$ cat src/rtl/pipe_pkg.sv
// Shared pipeline types: stage occupancy states, default widths and the
// per-stage control bundles that size each pipe_stage_reg instance.
package pipe_pkg;

   localparam int WORD_W     = 32;
   localparam int REG_ADDR_W = 5;

   typedef enum logic [1:0] {
      EMPTY = 2'd0,
      ONE   = 2'd1,
      FULL  = 2'd2
   } stage_state_t;

   typedef struct packed {
      logic       alu_src;
      logic [1:0] alu_op;
      logic       reg_dst;
      logic       mem_to_reg;
      logic       reg_write;
      logic       mem_write;
      logic       mem_read;
   } id_ex_ctrl_t;

   typedef struct packed {
      logic mem_to_reg;
      logic reg_write;
      logic mem_write;
      logic mem_read;
   } ex_mem_ctrl_t;

   typedef struct packed {
      logic mem_to_reg;
      logic reg_write;
   } mem_wb_ctrl_t;

   localparam int EX_MEM_CTRL_W = $bits(ex_mem_ctrl_t);

   function automatic logic holds_entry(input stage_state_t s);
      return s != EMPTY;
   endfunction

endpackage

$ cat src/rtl/pipe_stage_reg_sat_counter.sv
// Saturating up-counter with synchronous clear; clear wins over increment.
module sat_counter #(
   parameter int CNT_W = 16
) (
   input  logic             clk,
   input  logic             reset,
   input  logic             inc,
   input  logic             clr,
   output logic [CNT_W-1:0] count
);

   always_ff @(posedge clk or negedge reset) begin
      if (!reset) begin
         count <= '0;
      end else if (clr) begin
         count <= '0;
      end else if (inc && (count != {CNT_W{1'b1}})) begin
         count <= count + CNT_W'(1);
      end
   end

endmodule

$ cat src/rtl/pipe_stage_reg.sv
// Handshaked pipeline stage register with a one-entry skid buffer, flush to
// bubbles and a starvation (bubble) counter for profiling.
module pipe_stage_reg
   import pipe_pkg::*;
#(
   parameter int DATA_W     = WORD_W,
   parameter int CTRL_W     = EX_MEM_CTRL_W,
   parameter bit CLEAR_DATA = 1'b1,
   parameter int CNT_W      = 16
) (
   input  logic              clk,
   input  logic              reset,
   input  logic              flush,
   input  logic              stat_clear,
   input  logic              in_valid,
   output logic              in_ready,
   input  logic [CTRL_W-1:0] in_ctrl,
   input  logic [DATA_W-1:0] in_data,
   output logic              out_valid,
   input  logic              out_ready,
   output logic [CTRL_W-1:0] out_ctrl,
   output logic [DATA_W-1:0] out_data,
   output logic [CNT_W-1:0]  bubble_count
);

   stage_state_t      state;
   stage_state_t      state_next;
   logic [CTRL_W-1:0] skid_ctrl;
   logic [DATA_W-1:0] skid_data;
   logic              accept;
   logic              emit;
   logic              load_main_in;
   logic              load_main_skid;
   logic              load_skid;

   assign out_valid = holds_entry(state);
   assign accept    = in_valid & in_ready;
   assign emit      = out_valid & out_ready;

   always_comb begin
      state_next     = state;
      load_main_in   = 1'b0;
      load_main_skid = 1'b0;
      load_skid      = 1'b0;
      if (flush) begin
         state_next = EMPTY;
      end else begin
         case (state)
            EMPTY: begin
               if (accept) begin
                  load_main_in = 1'b1;
                  state_next   = ONE;
               end
            end
            ONE: begin
               if (accept && emit) begin
                  load_main_in = 1'b1;
               end else if (accept) begin
                  load_skid  = 1'b1;
                  state_next = FULL;
               end else if (emit) begin
                  state_next = EMPTY;
               end
            end
            FULL: begin
               if (emit) begin
                  load_main_skid = 1'b1;
                  state_next     = ONE;
               end
            end
            default: state_next = EMPTY;
         endcase
      end
   end

   // The head register drives the outputs directly, so an empty stage is
   // turned into a bubble by clearing the head as it drains.
   always_ff @(posedge clk or negedge reset) begin
      if (!reset) begin
         state     <= EMPTY;
         in_ready  <= 1'b1;
         out_ctrl  <= '0;
         out_data  <= '0;
         skid_ctrl <= '0;
         skid_data <= '0;
      end else begin
         state    <= state_next;
         in_ready <= (state_next != FULL);

         if (state_next == EMPTY) begin
            out_ctrl <= '0;
            if (CLEAR_DATA) out_data <= '0;
         end else if (load_main_in) begin
            out_ctrl <= in_ctrl;
            out_data <= in_data;
         end else if (load_main_skid) begin
            out_ctrl <= skid_ctrl;
            out_data <= skid_data;
         end

         if (load_skid) begin
            skid_ctrl <= in_ctrl;
            skid_data <= in_data;
         end else if (state_next != FULL) begin
            skid_ctrl <= '0;
            if (CLEAR_DATA) skid_data <= '0;
         end
      end
   end

   sat_counter #(
      .CNT_W(CNT_W)
   ) u_bubble_counter (
      .clk  (clk),
      .reset(reset),
      .inc  (out_ready & ~out_valid),
      .clr  (stat_clear),
      .count(bubble_count)
   );

endmodule

$ cat config.mk
export PLATFORM = sky130hd
export DESIGN_NAME = pipe_stage_reg
export DESIGN_NICKNAME = d
export VERILOG_FILES = /design/src/rtl/pipe_pkg.sv /design/src/rtl/pipe_stage_reg_sat_counter.sv /design/src/rtl/pipe_stage_reg.sv
export SDC_FILE = /design/constraint.sdc
export NUM_CORES = 1
export LEC_CHECK = 0
export ABC_AREA = 1
export BUFFER_PORTS_ARGS = -buffer_cell sky130_fd_sc_hd__buf_2
export CAP_MARGIN = 20
export CORE_ASPECT_RATIO = 0.75
export CORE_MARGIN = 2
export CORE_UTILIZATION = 39
export DETAILED_ROUTE_END_ITERATION = 10
export SETUP_SLACK_MARGIN = 0.02
export SLEW_MARGIN = 30
export SYNTH_ARGS = -nofsm -noshare
export SYNTH_HDL_FRONTEND = slang
export SYNTH_SLANG_ARGS = --single-unit
export TNS_END_PERCENT = 50
$ cat constraint.sdc
create_clock -name clk -period 2.1 [get_ports clk]
set_input_delay 0.105 -clock clk [delete_from_list [all_inputs] [get_ports clk]]
set_output_delay 0.105 -clock clk [all_outputs]
set_load 0.1 [all_outputs]
==> results.toml <==
[timing]
rsz0062_at_grt = "false"
worst_slew_pin_slew_ns = 0.693
hold_viol_final = 0
finalSetupTns_ns = 0
fin_crit_ns = 1.80
min_period_over_period_pct = 85.8
clock_skew_ns = 0.00577
setup_viol = 0
slew_viol_final = 0
max-slew-margin-rel_pct = 53.8
fmax_mhz = 555
worst_slack_ns = 0.298

[yosys]
synth_top_cell_area_share_pct = 48.5
seq_area_frac_synth_pct = 49.1
yosys-top-cells-area = "dfrtp_1, nand2_1, nand3_2, o21ai_0, inv_1"
syn_nets = 604
yosysWarnings = 0
synth_top_area_cell = "dfrtp_1"
yosysUniqueCellTypes = 33
syn_inst = 561
avgSynthCellArea_um2 = 8.27
netlist_area_um2 = 4640
synth_seq_cells = 91

[route]
wl_per_cell_um = 13.7
first_pass_iters = 4
vias = 3919
routed_wl_um = 11100
drt_iter0_drc = 221
final_antenna_net_count = 0
via_per_inst = 4.80
drc_errors = 0

[global_route]
grt_pass1_wl_um = 18800
grt_pass1_vias = 3727
grt_use_total_pct = 18.5
grt_max_degree = 73
antenna_found_initial = 0
grt_overflow = 0

[clocking]
clk_latency_ns = 0.34
clkSinkCount = 91
cts_tree = "yes"
cts_root_buffer = "clkbuf_16"
h-tree-depth = 3
cts_buffers = 9
cts_buffer_depth = 2
post_cts_resized = 0
clk_pin_slew_worst_paths_ns = 0.06

[placement]
place_area_um2 = 5220
port_buffers = 95
pre_cts_slack_ns = 0.313
hpwl_um = 7470
place_congestion = 0.863

[critical_path]
cp_top_family = "simple AND/OR/NAND/NOR gates"
path_common_cell = "nand2_1"
r2r-end = "u_bubble_counter.count[9]"
timing.rr.start = "u_bubble_counter.count[0]"
cpMaxStageDelayCell = "dfrtp_2"
criticalPathCategory = "reg2reg"
required_ns = 2.37
ff2ff_path_depth = 10
worstPathMaxFanout = 17
r2r_slack_ns = 0.30
critPathBufInv = 2
end_kind = "flop"
arrival_ns = 2.08
critPathLaunchType = "flop"
slowest_delay_ns = 0.41
crit_path_cell_trace = "ha_1 -> nand3_2 -> inv_2 -> nand2_2 -> nor2_2 -> nor2_4 -> buf_4 -> nor2_8 -> nand2_1 -> nand2_1"

[floorplanning]
core-area_um2 = 11600
rows = 34
start_util_pct = 39.9
die-area_um2 = 12800
die_h_um = 98.5
ios = 96
dieWidth_um = 130

[status]
status = "finished clean"

[power]
power.density_nw_per_um2 = 737
peakVddDrop_uv = 443
p_leak_nw = 2.93

[final_layout]
drive_gt1_share_pct = 26.0
area_delta_synth_final_pct = 19.5
diodes = 0
fin_area_um2 = 5540
final_net_count = 692
nFillCells = 1189

[job]
maxCapViolations = 0

[hold_path]
holdPathStages = 3
hold_end = "skid_data[31]"
min_path_type = "in2reg"
min_from = "in_data[31]"
-- synthesized netlist by cell type (all sizes together) --
master	number
nand2	212
dfrtp	90
o21ai	74
inv	54
nand3	48
nor2	24
buf	21
nand4	15
xor2	6
clkbuf	4
o21bai	4
nand3b	2
or2	2
a21oi	1
dfstp	1
ha	1
nor3	1
o211ai	1
-- placed cells by master (no fill, tap or decap) --
master / synthesis / routed
dlygate4sd3_1: 0 / 1
nand2_1: 209 / 209
o21ai_1: 36 / 36
o21ai_0: 38 / 38
nor2_8: 1 / 1
nor2_1: 18 / 18
nand2_8: 1 / 1
o21bai_1: 4 / 4
xor2_1: 6 / 6
nand2_2: 1 / 1
inv_2: 3 / 3
nor2_2: 3 / 3
buf_12: 3 / 2
nor2_4: 2 / 2
nand3b_1: 2 / 2
nand3_4: 1 / 1
nand4_1: 15 / 15
a21oi_1: 1 / 1
bufinv_16: 0 / 2
clkinv_2: 0 / 3
buf_2: 14 / 94
or2_4: 1 / 1
dfrtp_2: 0 / 4
nand2_4: 1 / 1
inv_4: 1 / 1
inv_1: 50 / 50
nand3_1: 16 / 16
ha_1: 1 / 1
buf_4: 3 / 5
o211ai_1: 1 / 1
nor3_4: 1 / 1
nand3_2: 31 / 31
clkinv_4: 0 / 2
clkbuf_16: 0 / 9
dfstp_2: 1 / 1
dfrtp_1: 90 / 86
or2_2: 1 / 1
-- area by class of cell --
class	count	area, µm²	area share (%)
sequential	91	2280	41.2
multi-input combinational	391	1980	35.7
timing repair buffer	102	558	10.1
clock buffer	9	225	4.06
inverter	54	205	3.70
tap	162	203	3.66
clock inverter	7	92.6	1.67
-- routing by layer --
layer,vias to the layer above,track usage [%],part of all wire (%)
li1,1964,-,-
met1,1859,27.5,50
met2,88,27.1,45
met3,8,5.27,3.9
met4,0,3.64,1.1
met5,-,0,0
-- power breakdown --
group	switching, mW	leakage (nW)	internal, mW	total, mW
Sequential	0.0267	1.25	1.79	1.81
Combinational	0.448	1.52	0.111	0.559
Clock	0.674	0.159	1.04	1.71
-- cells by family after synthesis --
kind of cell               after synthesis  share of synthesized area, %
buffers and inverters                   79                          8.28
AOI/OAI and AO/OA                       80                          8.90
DFF                                     91                          49.1
and+or+nand+nor                        304                          32.3
xor gates and xnor gates                 6                          1.13
adders and majority gates                1                         0.270
-- how the worst max path moves through the flow --
stage | end | cells after the start | startpoint
6_report | u_bubble_counter.count[9] | 10 | u_bubble_counter.count[0]
5_1_grt | u_bubble_counter.count[11] | 10 | u_bubble_counter.count[0]
4_1_cts | u_bubble_counter.count[9] | 10 | u_bubble_counter.count[0]
3_5_place_dp | u_bubble_counter.count[2] | 10 | u_bubble_counter.count[0]
3_3_place_gp | u_bubble_counter.count[15] | 10 | u_bubble_counter.count[0]
2_1_floorplan | u_bubble_counter.count[13] | 9 | u_bubble_counter.count[9]
-- repair_timing --
| item | in CTS | in global routing |
|---|---|---|
| setup buffers | 0 | 0 |
| hold endpoints to repair | 50 | 0 |
| hold buffers | 1 | 0 |
-- registers in the layout, indices dropped and copies added (netlist names) --
signal / flops
skid_data: 32
skid_ctrl: 4
u_bubble_counter.count: 16
state: 2
in_ready: 1
out_data: 32
out_ctrl: 4
-- through the flow --
step,util (%),hold WS (ns),power (mW),std cells
floorplan,-,-0.191,2.26,561
global placement,44.9,0.201,2.40,799
detailed placement,44.9,0.200,2.41,799
CTS,47.7,0.00782,4.15,816
global route,47.7,0.0129,4.27,816
finish,47.7,0.0198,4.09,816
-- tightest hold or removal path: cells and delay by family --
family	cells	cell delay (ns)
AOI/OAI and AO/OA	1	0.06
buffers and inverters	2	0.14
Power figures use the tool's default switching activity.
